===== src/rtl/sx_pkg.sv =====
// rtl/sx_pkg.sv - shared types and rotating-priority pick helper for the sx switch
package sx_pkg;

  typedef enum logic {IDLE, BUSY} arb_state_t;

  localparam int WDT_CYCLES_DEF = 1024;
  localparam int RR_MAX         = 64;

  typedef struct packed {
    logic       found;
    logic [7:0] idx;
  } rr_pick_t;

  // First set bit of req[n-1:0] searching from ptr+1 upward with wrap-around.
  function automatic rr_pick_t rr_pick(input logic [RR_MAX-1:0] req,
                                       input int unsigned n,
                                       input int unsigned ptr);
    rr_pick_t    r;
    int unsigned k;
    r = '0;
    for (int unsigned i = 1; i <= RR_MAX; i++) begin
      if (i <= n) begin
        k = ptr + i;
        if (k >= n) k = k - n;
        if (!r.found && req[k[5:0]]) begin
          r.found = 1'b1;
          r.idx   = k[7:0];
        end
      end
    end
    return r;
  endfunction

endpackage


===== src/rtl/sx_rr_pick.sv =====
// rtl/sx_rr_pick.sv - combinational rotating-priority encoder (req, ptr -> idx, found)
module sx_rr_pick
  import sx_pkg::*;
#(
  parameter int N  = 10,
  parameter int IW = $clog2(N)
) (
  input  logic [N-1:0]  req_i,
  input  logic [IW-1:0] ptr_i,
  output logic [IW-1:0] idx_o,
  output logic          found_o
);

  rr_pick_t          pick;
  logic [RR_MAX-1:0] req_ext;

  always_comb begin
    req_ext = RR_MAX'(req_i);
    pick    = rr_pick(req_ext, N, 32'(ptr_i));
    idx_o   = IW'(pick.idx);
    found_o = pick.found;
  end

endmodule


===== src/rtl/sx_pkt_arbiter.sv =====
// rtl/sx_pkt_arbiter.sv - packet-level round-robin arbiter driving the sx_mux select
// Optional stall watchdog enabled by defining SX_ARB_WDT_EN.
module sx_pkt_arbiter
  import sx_pkg::*;
#(
  parameter int S_DATA_COUNT = 10,
  parameter int ID_WIDTH     = $clog2(S_DATA_COUNT),
  parameter int WDT_CYCLES   = WDT_CYCLES_DEF
) (
  input  logic                    clk,
  input  logic                    reset,
  input  logic [S_DATA_COUNT-1:0] s_valid_i,
  input  logic                    m_valid_i,
  input  logic                    m_ready_i,
  input  logic                    m_last_i,
  output logic [S_DATA_COUNT-1:0] grant_o,
  output logic [ID_WIDTH-1:0]     grant_id_o,
  output logic                    grant_valid_o,
  output logic                    wdt_flag_o
);

  if (S_DATA_COUNT < 2 || WDT_CYCLES < 2) begin : g_bad_cfg
    $error("sx_pkt_arbiter: S_DATA_COUNT and WDT_CYCLES must be >= 2");
  end

  localparam logic [ID_WIDTH-1:0] PTR_RST = ID_WIDTH'(S_DATA_COUNT - 1);

  arb_state_t              state_q, state_d;
  logic [ID_WIDTH-1:0]     ptr_q, ptr_d;
  logic [ID_WIDTH-1:0]     grant_id_q, grant_id_d;
  logic [S_DATA_COUNT-1:0] grant_q, grant_d;
  logic                    grant_valid_q, grant_valid_d;
  logic                    wdt_flag_q, wdt_flag_d;

  logic                    beat, eop, rel, wdt_fire;
  logic                    pick_found;
  logic [ID_WIDTH-1:0]     pick_idx;
  logic [S_DATA_COUNT-1:0] req_x, pick_onehot;

  assign beat = m_valid_i & m_ready_i;
  assign eop  = beat & m_last_i;

  // The holder is masked so a released grant rotates; in IDLE grant_q is zero.
  assign req_x       = s_valid_i & ~grant_q;
  assign pick_onehot = S_DATA_COUNT'(1) << pick_idx;

  sx_rr_pick #(.N(S_DATA_COUNT), .IW(ID_WIDTH)) u_pick (
    .req_i   (req_x),
    .ptr_i   (ptr_q),
    .idx_o   (pick_idx),
    .found_o (pick_found)
  );

`ifdef SX_ARB_WDT_EN
  localparam int CW = $clog2(WDT_CYCLES);

  logic [CW-1:0] wdt_cnt_q, wdt_cnt_d;

  assign wdt_fire = (state_q == BUSY) && !beat && (wdt_cnt_q == CW'(WDT_CYCLES - 1));

  always_comb begin
    wdt_cnt_d = '0;
    if (state_q == BUSY && !beat && !rel) wdt_cnt_d = wdt_cnt_q + 1'b1;
  end

  always_ff @(posedge clk or posedge reset) begin
    if (reset) wdt_cnt_q <= '0;
    else       wdt_cnt_q <= wdt_cnt_d;
  end
`else
  assign wdt_fire = 1'b0;
`endif

  assign rel = (state_q == BUSY) && (eop || wdt_fire);

  always_comb begin
    state_d       = state_q;
    ptr_d         = ptr_q;
    grant_d       = grant_q;
    grant_id_d    = grant_id_q;
    grant_valid_d = grant_valid_q;
    wdt_flag_d    = 1'b0;
    case (state_q)
      IDLE: begin
        if (pick_found) begin
          state_d       = BUSY;
          ptr_d         = pick_idx;
          grant_d       = pick_onehot;
          grant_id_d    = pick_idx;
          grant_valid_d = 1'b1;
        end
      end
      BUSY: begin
        if (rel) begin
          wdt_flag_d = wdt_fire;
          if (pick_found) begin
            ptr_d      = pick_idx;
            grant_d    = pick_onehot;
            grant_id_d = pick_idx;
          end else if (!(|(s_valid_i & grant_q))) begin
            state_d       = IDLE;
            grant_d       = '0;
            grant_id_d    = '0;
            grant_valid_d = 1'b0;
          end
        end
      end
      default: state_d = IDLE;
    endcase
  end

  always_ff @(posedge clk or posedge reset) begin
    if (reset) begin
      state_q       <= IDLE;
      ptr_q         <= PTR_RST;
      grant_q       <= '0;
      grant_id_q    <= '0;
      grant_valid_q <= 1'b0;
      wdt_flag_q    <= 1'b0;
    end else begin
      state_q       <= state_d;
      ptr_q         <= ptr_d;
      grant_q       <= grant_d;
      grant_id_q    <= grant_id_d;
      grant_valid_q <= grant_valid_d;
      wdt_flag_q    <= wdt_flag_d;
    end
  end

  assign grant_o       = grant_q;
  assign grant_id_o    = grant_id_q;
  assign grant_valid_o = grant_valid_q;
  assign wdt_flag_o    = wdt_flag_q;

  a_no_eop_in_idle: assert property (@(posedge clk) disable iff (reset)
    !(state_q == IDLE && eop));

endmodule


===== config.mk =====
export PLATFORM = sky130hd
export DESIGN_NAME = sx_pkt_arbiter
export DESIGN_NICKNAME = d
export VERILOG_FILES = /design/src/rtl/sx_pkg.sv /design/src/rtl/sx_rr_pick.sv /design/src/rtl/sx_pkt_arbiter.sv
export SDC_FILE = /design/constraint.sdc
export NUM_CORES = 1
export LEC_CHECK = 0
export ABC_AREA = 1
export BUFFER_PORTS_ARGS = -buffer_cell sky130_fd_sc_hd__buf_2
export CAP_MARGIN = 0
export CORE_ASPECT_RATIO = 0.6
export CORE_UTILIZATION = 62
export CTS_BUF_LIST = sky130_fd_sc_hd__clkbuf_16
export DETAILED_ROUTE_END_ITERATION = 12
export PLACE_DENSITY = 0.82
export SLEW_MARGIN = 15
export SYNTH_ARGS = -nofsm -noshare
export SYNTH_HDL_FRONTEND = slang
export SYNTH_SLANG_ARGS = --single-unit

===== constraint.sdc =====
create_clock -name clk -period 4.5 [get_ports clk]
set_clock_uncertainty 0.2 [all_clocks]
set_input_delay 0.9 -clock clk [delete_from_list [all_inputs] [get_ports clk]]
set_output_delay 0.9 -clock clk [all_outputs]
set_load 0.02 [all_outputs]

==> summary.md <==
| Metric | Value |
|---|---|
| Hold Buf Count CTS | 0 |
| Simple-gate share of the synthesized area | 47.9% |
| Status | complete, no violations |
| XOR/XNOR Fraction of Synth Area | 3.54% |
| Worst setup endpoint | grant_o[5] |
| CP Data Arrival Time | approximately 4.2 ns |
| R2r worst-path depth | 21 |
| # nets final | 712 |
| Worst hold margin | ~0.27 ns |
| Routed len/inst | 16.3 um |
| Via count | 4546 |
| N_diodes | 0 |
| Hold crit path type | reg -> reg |
| Die X | 104 um |
| P&R area growth vs syn | 9.48% |
| Max-slew violations | 0 |
| Iteration-0 DRC Markers | between 500 and 600 |
| Htree depth | 1 |
| Reg2Reg Setup Slack | 0.25 ns |
| Yosys Warn Count | 0 |
| IO Port Bufs | 29 |
| Largest family of logic cells by synthesized area | simple AND/OR/NAND/NOR gates |
| Post-CTS Resized | 0 |
| Avg Cell Area, Syn | 6.19 um2 |
| Crit Path Max Fanout | 8 |
| Adder-cell area share of the yosys netlist | about 11% |
| Syn nets | 678 |
| CP Launch Type | register |
| Ys async rst share | 100% |
| Clock transition at path regs | about 0.060 ns |
| Initial antenna violation count | 0 |
| DR vias/cell | 6.13 |
| Routed Antenna Nets | 0 |
| Ports | 31 |
| Post-route minimum period | 4.25 ns |
| RR Endpoint | grant_o[5] |
| Rel. slew slack | 49.0% |
| Placement Setup Slack | 0.182 ns |
| Die Area | about 6600 um2 |
| Most frequent cells in the layout | nand2_1, nand3_1, inv_1, nor2_1, ha_1 |
| Core footprint | approximately 5800 um2 |
| Total global routing overflow | 0 |
| Vias in the first global route | 3964 |
| # Post-CTS Setup Buffers | 0 |
| GRT Util Overall | between 30% and 40% |
| # setup viols final | 0 |
| Setup Crit Path Kind | reg -> reg |
| Share of cells above drive strength 1 | about a fifth |
| First-pass GRT wire length | 19800 um |
| Initial core utilization | 67.0% |
| EDFF count, synth | 0 |
| Final TNS setup | 0 ns |
| Synth Register Bits | 20 |
| Max Clk Rate | between 0.2 and 0.25 GHz |
| Longest Clk Path Bufs | 2 |
| R2r startpoint | ptr_q[3] |
| CTS tree | yes |
| Post-synthesis compound-gate area fraction | 14.3% |
| Syn Inst Count | roughly 630 |
| Clk sinks | 20 |
| Main synth FF type | dfrtp_1 |
| Least-Margin Pin Slew | approximately 0.76 ns |
| Maxcap violations | 0 |
| Count of final hold-check violations | 0 |
| Crit. End Element | register |
| Detailed Route WL | between 10000 and 15000 um |
| Worst setup path start | ptr_q[3] |
| Most common cell after layout, fill and taps aside | nand2_1 |
| Mux share of post-synthesis cell area | 0% |
| Synth unique cells | 49 |
| Worst Path Required | 4.49 ns |
| Die Ht | 63.4 um |
| Largest net degree at the start of global routing | 25 |
| Sequential area share after synthesis | 12.9% |
| Fill cell count | 472 |
| Setup WS post-layout | 0.247 ns |
| First-pass iteration count of the detailed router | 8 |
| Detailed placer's ending HPWL | about 9700 um |
| Tcrit/Tclk final | a little over nine tenths |
| Root Driver | clkbuf_16 |
| Cts bufs inserted | 3 |
| Placer congestion estimate | 1.02 |
| Post-synthesis cell area | 3890 um2 |
| DRC Markers | 0 |
| Core Rows | 21 |
| Clk_lat worst skew | 0.25 ns |
==> final cells by class <==
| cell class | instances | area [um2] | share of cell area [%] |
|---|---|---|---|
| clock buffers | 3 | 75.1 | 1.76 |
| well taps | 80 | 100 | 2.35 |
| flip-flops and latches | 20 | 505 | 11.9 |
| multi-input cells | 514 | 3020 | 70.8 |
| clock inverters | 1 | 30.0 | 0.705 |
| repair buffers | 38 | 213 | 4.99 |
| inverters | 86 | 323 | 7.57 |
==> routing by layer <==
layer / share of wire (%) / vias to the layer above / track usage, %
li1: - / 2154 / -
met1: 47 / 2037 / 59.2
met2: 38 / 320 / 50.7
met3: 13 / 35 / 7.45
met4: 1.9 / 0 / 8.04
met5: 0 / - / 0
==> Yosys cell counts (2+ instances only) <==
library cell / n / area [um2]
inv_1: 60 / 225
o21a_1: 2 / 15.0
o21ai_0: 25 / 125
nand3_1: 89 / 445
inv_2: 22 / 82.6
buf_4: 5 / 37.5
a21oi_2: 2 / 17.5
clkinv_1: 4 / 15.0
a221oi_1: 2 / 17.5
nand3_2: 5 / 50.1
o21ai_2: 4 / 35.0
nor2_8: 2 / 40.0
nand4_2: 4 / 50.1
nand2_2: 26 / 163
a31oi_1: 7 / 43.8
a21oi_1: 18 / 90.1
a22o_1: 3 / 26.3
xor2_1: 7 / 61.3
nand4_1: 13 / 81.3
nand2_1: 170 / 638
nand2_4: 5 / 56.3
dfstp_2: 2 / 52.6
buf_6: 2 / 22.5
nor2_2: 6 / 37.5
nor2_4: 2 / 22.5
o211ai_1: 3 / 22.5
nand3b_1: 5 / 37.5
ha_1: 33 / 413
buf_2: 2 / 10.0
nor3_1: 3 / 15.0
o21ai_1: 21 / 105
dfrtp_1: 18 / 450
nand4_4: 2 / 42.5
xor2_2: 3 / 48.8
nor2_1: 38 / 143
==> flip-flops by register name, summed over array words and instances (netlist names) <==
signal,cells
ptr_q,4
grant_valid_o,1
grant_id_o,4
state_q,1
grant_o,10
==> worst max-delay path, stage by stage (launching register included) <==
cell and delay, ns:
dfstp_2 0.65, buf_4 0.27, ha_1 0.36, nand2_1 0.15, ha_1 0.29, nand3_2 0.14, nand3_1 0.18, nand2_1 0.14
nand3_1 0.12, a21oi_4 0.21, nand2_4 0.12, nand2_4 0.11, nor2_1 0.08, nand2_1 0.07, nand3_1 0.08, nor2_1 0.15
nand3_1 0.13, nor2_2 0.12, nand3_2 0.22, nor2_2 0.21, nand2_1 0.11, nand2_1 0.08
==> worst min path at each step <==
stage | from | to | slack, ns | depth (start not counted)
5_1_grt | grant_id_o[0] | grant_id_o[0] | 0.30 | 2
3_3_place_gp | grant_id_o[3] | grant_id_o[3] | 0.25 | 2
3_5_place_dp | grant_id_o[3] | grant_id_o[3] | 0.25 | 2
4_1_cts | grant_id_o[3] | grant_id_o[3] | 0.27 | 2
2_1_floorplan | state_q | grant_valid_o | 0.29 | 1
6_report | grant_id_o[3] | grant_id_o[3] | 0.27 | 2
==> cell families (layout without fill, tap and decap cells) <==
kind of cell,Yosys count,count (layout)
AND/OR/NAND/NOR,375,375
buffers and inverters,95,128
AO/OA/AOI/OAI,93,93
adder cells (fa/ha/maj),34,34
flip-flops,20,20
XOR/XNOR,11,11
other,1,1
==> through the flow <==
step	utilization, %	cells	cell area, um2
6_report	73.4	742	4260
2_1_floorplan	-	629	3890
3_3_place_gp	71.2	738	4140
3_5_place_dp	71.2	738	4140
5_1_grt	73.4	742	4260
4_1_cts	73.0	742	4240
Power is not shown: default switching activity piles up to over one toggle a cycle in this logic, so the estimate is an artifact.
